--- config.mk ---
export PLATFORM = sky130hd
export DESIGN_NAME = float_sub_seq_flat
export DESIGN_NICKNAME = d
export VERILOG_FILES = /design/src/rtl/float8_pkg.sv /design/src/rtl/float_sub_seq_if.sv /design/src/rtl/float_sub_seq.sv /design/src/flat_wrapper.sv
export SDC_FILE = /design/constraint.sdc
export NUM_CORES = 1
export LEC_CHECK = 0
export BUFFER_PORTS_ARGS = -buffer_cell sky130_fd_sc_hd__buf_2
export CORE_UTILIZATION = 45
export DETAILED_ROUTE_END_ITERATION = 7
export MAX_ROUTING_LAYER = met4
export PLACE_DENSITY = 0.73
export REMOVE_ABC_BUFFERS = 1
export SLEW_MARGIN = 20
export SYNTH_ARGS = -nofsm -noshare
export SYNTH_HDL_FRONTEND = slang
export SYNTH_SLANG_ARGS = --single-unit
--- constraint.sdc ---
create_clock -name clk -period 3.95 [get_ports clk]
set_input_delay 0.1975 -clock clk [delete_from_list [all_inputs] [get_ports clk]]
set_output_delay 0.1975 -clock clk [all_outputs]
set_load 0.02 [all_outputs]
--- src/rtl/float8_pkg.sv ---
// Shared definitions for the team's 8-bit unsigned float format.
// A word is {exp, man}, its value is man * 2^exp, and there is no hidden bit.
// The adder and the subtractor both use these constants.
package float8_pkg;

  localparam int EXP_W = 3;
  localparam int MAN_W = 5;

  // Field slice positions within the 8-bit word.
  localparam int EXP_MSB = 7;
  localparam int EXP_LSB = 5;
  localparam int MAN_MSB = 4;

  localparam logic [7:0] F8_ZERO = 8'h00;
  localparam logic [7:0] F8_SAT  = 8'hFF;

endpackage

--- src/rtl/float_sub_seq_if.sv ---
// Handshake and operand/result bundle for the sequential float subtractor.
// The requester uses the master modport and the subtractor uses the slave modport.
interface float_sub_seq_if
  import float8_pkg::*;
#(
  parameter int W = EXP_W + MAN_W
);

  logic         start;
  logic [W-1:0] a_in;
  logic [W-1:0] b_in;
  logic         busy;
  logic         done;
  logic [W-1:0] result;
  logic         underflow;

  modport master (
    output start, a_in, b_in,
    input  busy, done, result, underflow
  );

  modport slave (
    input  start, a_in, b_in,
    output busy, done, result, underflow
  );

endinterface

--- src/rtl/float_sub_seq.sv ---
// Multi-cycle subtractor for the 8-bit unsigned float format. It computes a_in - b_in.
// Exponent alignment and normalisation each move one bit per clock.
// A negative difference clamps the result to zero and raises underflow.
module float_sub_seq
  import float8_pkg::*;
#(
  parameter int EXP_W = float8_pkg::EXP_W,
  parameter int MAN_W = float8_pkg::MAN_W
) (
  input  logic            clk,
  input  logic            reset,
  float_sub_seq_if.slave  bus
);

  localparam int W = EXP_W + MAN_W;

  localparam logic [2:0] S_IDLE  = 3'd0;
  localparam logic [2:0] S_ALIGN = 3'd1;
  localparam logic [2:0] S_SUB   = 3'd2;
  localparam logic [2:0] S_NORM  = 3'd3;
  localparam logic [2:0] S_DONE  = 3'd4;

  logic [2:0]       state;
  // Working operands. After SUB, exp_a and man_a hold the difference
  // while it is being normalised.
  logic [EXP_W-1:0] exp_a;
  logic [EXP_W-1:0] exp_b;
  logic [MAN_W-1:0] man_a;
  logic [MAN_W-1:0] man_b;
  logic [W-1:0]     result_q;
  logic             underflow_q;

  // FSM and datapath. Each state performs one single-bit shift or one compare per clock.
  always_ff @(posedge clk) begin
    if (reset) begin
      // NOTE: the operand registers are also cleared here. This is a handful of
      // flops, not a memory, so a reset costs nothing and keeps state deterministic.
      state       <= S_IDLE;
      exp_a       <= '0;
      exp_b       <= '0;
      man_a       <= '0;
      man_b       <= '0;
      result_q    <= '0;
      underflow_q <= 1'b0;
    end else begin
      // NOTE: all state here uses non-blocking assignments, so each branch
      // reads the values from before the edge, which is what the hardware does.
      case (state)
        S_IDLE: begin
          if (bus.start) begin
            exp_a <= bus.a_in[W-1:MAN_W];
            man_a <= bus.a_in[MAN_W-1:0];
            exp_b <= bus.b_in[W-1:MAN_W];
            man_b <= bus.b_in[MAN_W-1:0];
            state <= S_ALIGN;
          end
        end
        S_ALIGN: begin
          if (exp_a < exp_b) begin
            man_a <= man_a >> 1;
            exp_a <= exp_a + 1'b1;
          end else if (exp_b < exp_a) begin
            man_b <= man_b >> 1;
            exp_b <= exp_b + 1'b1;
          end else begin
            state <= S_SUB;
          end
        end
        S_SUB: begin
          if (man_a < man_b) begin
            result_q    <= '0;
            underflow_q <= 1'b1;
            state       <= S_DONE;
          end else if (man_a == man_b) begin
            result_q    <= '0;
            underflow_q <= 1'b0;
            state       <= S_DONE;
          end else begin
            man_a <= man_a - man_b;
            state <= S_NORM;
          end
        end
        S_NORM: begin
          // The exp != 0 guard keeps the exponent from wrapping below zero.
          if ((exp_a != '0) && !man_a[MAN_W-1]) begin
            man_a <= man_a << 1;
            exp_a <= exp_a - 1'b1;
          end else begin
            result_q    <= {exp_a, man_a};
            underflow_q <= 1'b0;
            state       <= S_DONE;
          end
        end
        S_DONE:  state <= S_IDLE;
        default: state <= S_IDLE;
      endcase
    end
  end

  // Status outputs are decoded directly from the state register.
  always_comb begin
    bus.busy = (state != S_IDLE);
    bus.done = (state == S_DONE);
  end

  assign bus.result    = result_q;
  assign bus.underflow = underflow_q;

endmodule

--- src/flat_wrapper.sv ---
// flat-port wrapper written by rule: the top's interface ports become plain ports
module float_sub_seq_flat import float8_pkg::*;
#(
  parameter int EXP_W = float8_pkg::EXP_W,
  parameter int MAN_W = float8_pkg::MAN_W
)
  (clk, reset, bus_start, bus_a_in, bus_b_in, bus_busy, bus_done, bus_result, bus_underflow);
  float_sub_seq_if bus_i ();
  input  logic clk;
  input  logic reset;
  input wire logic [$bits(bus_i.start)-1:0] bus_start;
  input wire logic [$bits(bus_i.a_in)-1:0] bus_a_in;
  input wire logic [$bits(bus_i.b_in)-1:0] bus_b_in;
  output wire logic [$bits(bus_i.busy)-1:0] bus_busy;
  output wire logic [$bits(bus_i.done)-1:0] bus_done;
  output wire logic [$bits(bus_i.result)-1:0] bus_result;
  output wire logic [$bits(bus_i.underflow)-1:0] bus_underflow;
  assign bus_i.start = bus_start;
  assign bus_i.a_in = bus_a_in;
  assign bus_i.b_in = bus_b_in;
  assign bus_busy = bus_i.busy;
  assign bus_done = bus_i.done;
  assign bus_result = bus_i.result;
  assign bus_underflow = bus_i.underflow;
  float_sub_seq #(.EXP_W(EXP_W), .MAN_W(MAN_W)) u_core (.clk(clk), .reset(reset), .bus(bus_i));
endmodule
==> results.py <==
metrics = {
    "route": {
        "postRouteAntennaNets": 0,
        "dr_total_vias": 1595,
        "vias_per_cell": 5.54,
        "finalWirelength_mm": 3.89,
        "drc": 0,
        "routed_wirelength_normalized_by_instance_count_um": 13.5,
        "drt_pre_antenna_iters": 4,
        "initialDrtViolationCount": 97,
    },
    "pwr": {
        "power-per-cell-area_nw_per_um2": 934,
        "power.leakage_nw": 0.822,
        "ir_drop_mv": 0.477,
    },
    "global_routing": {
        "grt_pass1_wl_mm": 6.90,
        "first_global_vias": 1580,
        "number_of_antenna_violations_at_the_first_check_in_global_routing": 0,
        "grt_start_max_net_pins": 28,
        "grt_overflow_total": 0,
        "track_usage_pct": 22.1,
    },
    "setup_path": {
        "worst-path-max-fanout": 18,
        "crit_path_end_kind": "register",
        "critPathRequiredTime_ns": 4.11,
        "crit_arrival_ns": 2.67,
        "critical_path_startpoint_category": "register",
        "timing_worst_setup_path_type": "register to register",
    },
    "clocking": {
        "clock-root-buffer": "sky130_fd_sc_hd__clkbuf_8",
        "insertion_delay_ns": 0.28,
        "cts_buffer_count": 3,
        "postCtsSetupRepairBufs": 0,
        "numClockSinks": 28,
        "cts.repair.resized": 0,
        "max-clock-path-buffers": 2,
        "clk_pin_slew_ns": 0.09,
        "cts.hold.buffers_added": 0,
        "tritoncts": "built",
        "ctsHtreeMaxLevel": 1,
    },
    "sta": {
        "fin_tns_setup_ns": 0,
        "final-setup-viol-count": 0,
        "final_period_minus_worst_setup_slack_ns": 2.51,
        "rsz0062_at_grt": "false",
        "tightestPinTransition_ns": 0.847,
        "worst_slew_margin_rel_pct": 43.3,
        "hold_viol": 0,
        "fin_worst_skew_ns": 0.00228,
        "fmaxAchievable_mhz": 398,
        "postLayoutSetupSlackWorst_ns": 1.44,
        "maxSlewViolCount": 0,
        "final_min_period_over_clock_period_pct": 63.6,
    },
    "run_status": {
        "outcome": "finished clean",
    },
    "die": {
        "placementRows": 22,
        "floorplan.io_pins": 30,
        "dieWidth_um": 64.2,
        "floorplan.die.height_um": 64.2,
        "dieArea_um2": 4120,
        "floorplan.initialDensity_pct": 47.2,
        "design.core.area_um2": 3690,
    },
    "place": {
        "number_of_buffers_added_on_ports": 29,
        "post_place_setup_slack_ns": 1.47,
        "gp_congestion": 0.961,
        "hpwlAfterDp_mm": 2.91,
    },
    "logic_synthesis": {
        "synth.yosys.warnings": 0,
        "synth_async_sr_flop_share_pct": 0,
        "synth_edf_count": 0,
        "synth_area_leaders": "sky130_fd_sc_hd__dfxtp_1 (32%), sky130_fd_sc_hd__ha_1 (7.9%), sky130_fd_sc_hd__nand2_1 (6.5%), sky130_fd_sc_hd__nor2_1 (6.0%), sky130_fd_sc_hd__a21oi_1 (4.0%)",
        "register_bit_count_reported_by_yosys": 28,
        "yosys.cell_types.count": 43,
        "netlist.area_leader.share_pct": 32.2,
        "synth.cells.most_frequent": "sky130_fd_sc_hd__nand2_1 (30), sky130_fd_sc_hd__dfxtp_1 (28), sky130_fd_sc_hd__nor2_1 (28)",
        "synth_area_leader_cell": "sky130_fd_sc_hd__dfxtp_1",
        "synth.cell_area_um2": 1740,
        "postSynthAreaPerCell_um2": 7.98,
        "postSynth.topFlopCell": "sky130_fd_sc_hd__dfxtp_1",
        "post-synth-top-count-cell": "sky130_fd_sc_hd__nand2_1",
        "synth_sequential_area_ratio_pct": 32.2,
        "syn-instance-count": 218,
    },
    "finish": {
        "num-nets-final": 274,
        "fraction_of_layout_cells_with_a_size_suffix_above_1_pct": 16.3,
        "antennaDiodeCount": 0,
        "flow.area_growth_from_synthesis_pct": 11.9,
        "utilization_after_layout_pct": 52.7,
    },
    "run": {
        "number_of_max_capacitance_violations_reported": 0,
    },
    "worst_hold_path": {
        "worst_hold_path_type": "input pin to register",
    },
}
## cells by family (layout without fill, tap and decap cells)
logic type	after synthesis	in the layout	synth area share [%]
mux	6	6	3.45
xor+xnor	4	4	2.01
flops	28	28	32.2
simple gates	84	84	21.5
fa+ha+maj	13	13	10.2
compound gates	60	60	25.5
buf+inv	23	45	5.11
## worst max-delay path: stages (launching register included)
cell and delay [ns]:
sky130_fd_sc_hd__dfxtp_1 0.72, sky130_fd_sc_hd__nand2b_1 0.30, sky130_fd_sc_hd__nor2_1 0.56, sky130_fd_sc_hd__ha_1 0.37, sky130_fd_sc_hd__xnor2_1 0.14, sky130_fd_sc_hd__o21ai_0 0.09
sky130_fd_sc_hd__mux2i_1 0.14, sky130_fd_sc_hd__nor2_1 0.05
## sequential cells by signal, indices dropped and copies added (netlist names)
register	flops
u_core.exp_b	3
u_core.man_b	5
u_core.exp_a	3
u_core.state	3
u_core.bus.result	8
u_core.man_a	5
u_core.bus.underflow	1
## per-stage QoR
step	total power [mW]	std cells	cell area, µm²	hold WS [ns]
5_1_grt	2.01	288	1950	0.179
3_5_place_dp	1.65	285	1900	0.443
2_1_floorplan	1.41	208	1700	0.260
6_report	1.82	288	1950	0.166
3_3_place_gp	1.64	285	1900	0.440
4_1_cts	1.82	288	1950	0.164
## path summary, 6_finish.rpt
| path | start | cells after the start | slack [ns] | to |
|---|---|---|---|---|
| worst max-delay path | u_core.state[0] | 7 | 1.44 | u_core.exp_a[2] |
| worst min-delay path | bus_b_in[4] | 3 | 0.17 | u_core.man_b[4] |
| worst max register to register | u_core.state[0] | 7 | 1.44 | u_core.exp_a[2] |
| worst min register to register | u_core.bus.result[0] | 2 | 0.45 | u_core.bus.result[0] |
## report_power, final
group / internal (mW) / switching [mW] / total (mW)
Sequential: 0.373 / 0.140 / 0.513
Combinational: 0.486 / 0.659 / 1.14
Clock: 0.0687 / 0.0901 / 0.159
Total: 0.927 / 0.889 / 1.82
## routing by layer
| metal | track usage, % | part of all wire [%] | vias to the layer above |
|---|---|---|---|
| met5 | - | 0 | - |
| li1 | - | - | 824 |
| met2 | 38.0 | 47 | 31 |
| met3 | 3.93 | 4.3 | 7 |
| met1 | 25.9 | 47 | 733 |
| met4 | 7.22 | 1.3 | 0 |
## final cells by class
class	instances	area, µm²
Clock buffer	3	41.3
Inverter	13	48.8
Tap cell	48	60.1
Timing Repair Buffer	29	145
Multi-Input combinational cell	167	1090
Sequential cell	28	561
Fill cell	394	1740
## cell usage in the layout (no fill, tap or decap), types with 2 or more instances in the layout
| cell type | synthesis | final |
|---|---|---|
| sky130_fd_sc_hd__nand3b_1 | 2 | 2 |
| sky130_fd_sc_hd__a32oi_1 | 2 | 2 |
| sky130_fd_sc_hd__fa_1 | 2 | 2 |
| sky130_fd_sc_hd__a22oi_1 | 5 | 5 |
| sky130_fd_sc_hd__o211ai_1 | 2 | 2 |
| sky130_fd_sc_hd__nor3_1 | 3 | 3 |
| sky130_fd_sc_hd__o211a_1 | 2 | 2 |
| sky130_fd_sc_hd__a311oi_1 | 8 | 8 |
| sky130_fd_sc_hd__nor2b_1 | 4 | 4 |
| sky130_fd_sc_hd__inv_1 | 12 | 12 |
| sky130_fd_sc_hd__a221oi_1 | 2 | 2 |
| sky130_fd_sc_hd__ha_1 | 11 | 11 |
| sky130_fd_sc_hd__nand2b_1 | 5 | 5 |
| sky130_fd_sc_hd__dfxtp_1 | 28 | 28 |
| sky130_fd_sc_hd__o21ai_0 | 8 | 8 |
| sky130_fd_sc_hd__nand3_1 | 7 | 7 |
| sky130_fd_sc_hd__and2_1 | 2 | 2 |
| sky130_fd_sc_hd__a21oi_1 | 14 | 14 |
| sky130_fd_sc_hd__buf_2 | 2 | 29 |
| sky130_fd_sc_hd__xnor2_1 | 3 | 3 |
| sky130_fd_sc_hd__a31oi_1 | 4 | 4 |
| sky130_fd_sc_hd__clkbuf_8 | 0 | 3 |
| sky130_fd_sc_hd__mux2i_1 | 6 | 6 |
| sky130_fd_sc_hd__nand2_1 | 30 | 30 |
| sky130_fd_sc_hd__nor2_1 | 28 | 28 |
| sky130_fd_sc_hd__o22ai_1 | 2 | 2 |
Power figures use the tool's default switching activity.
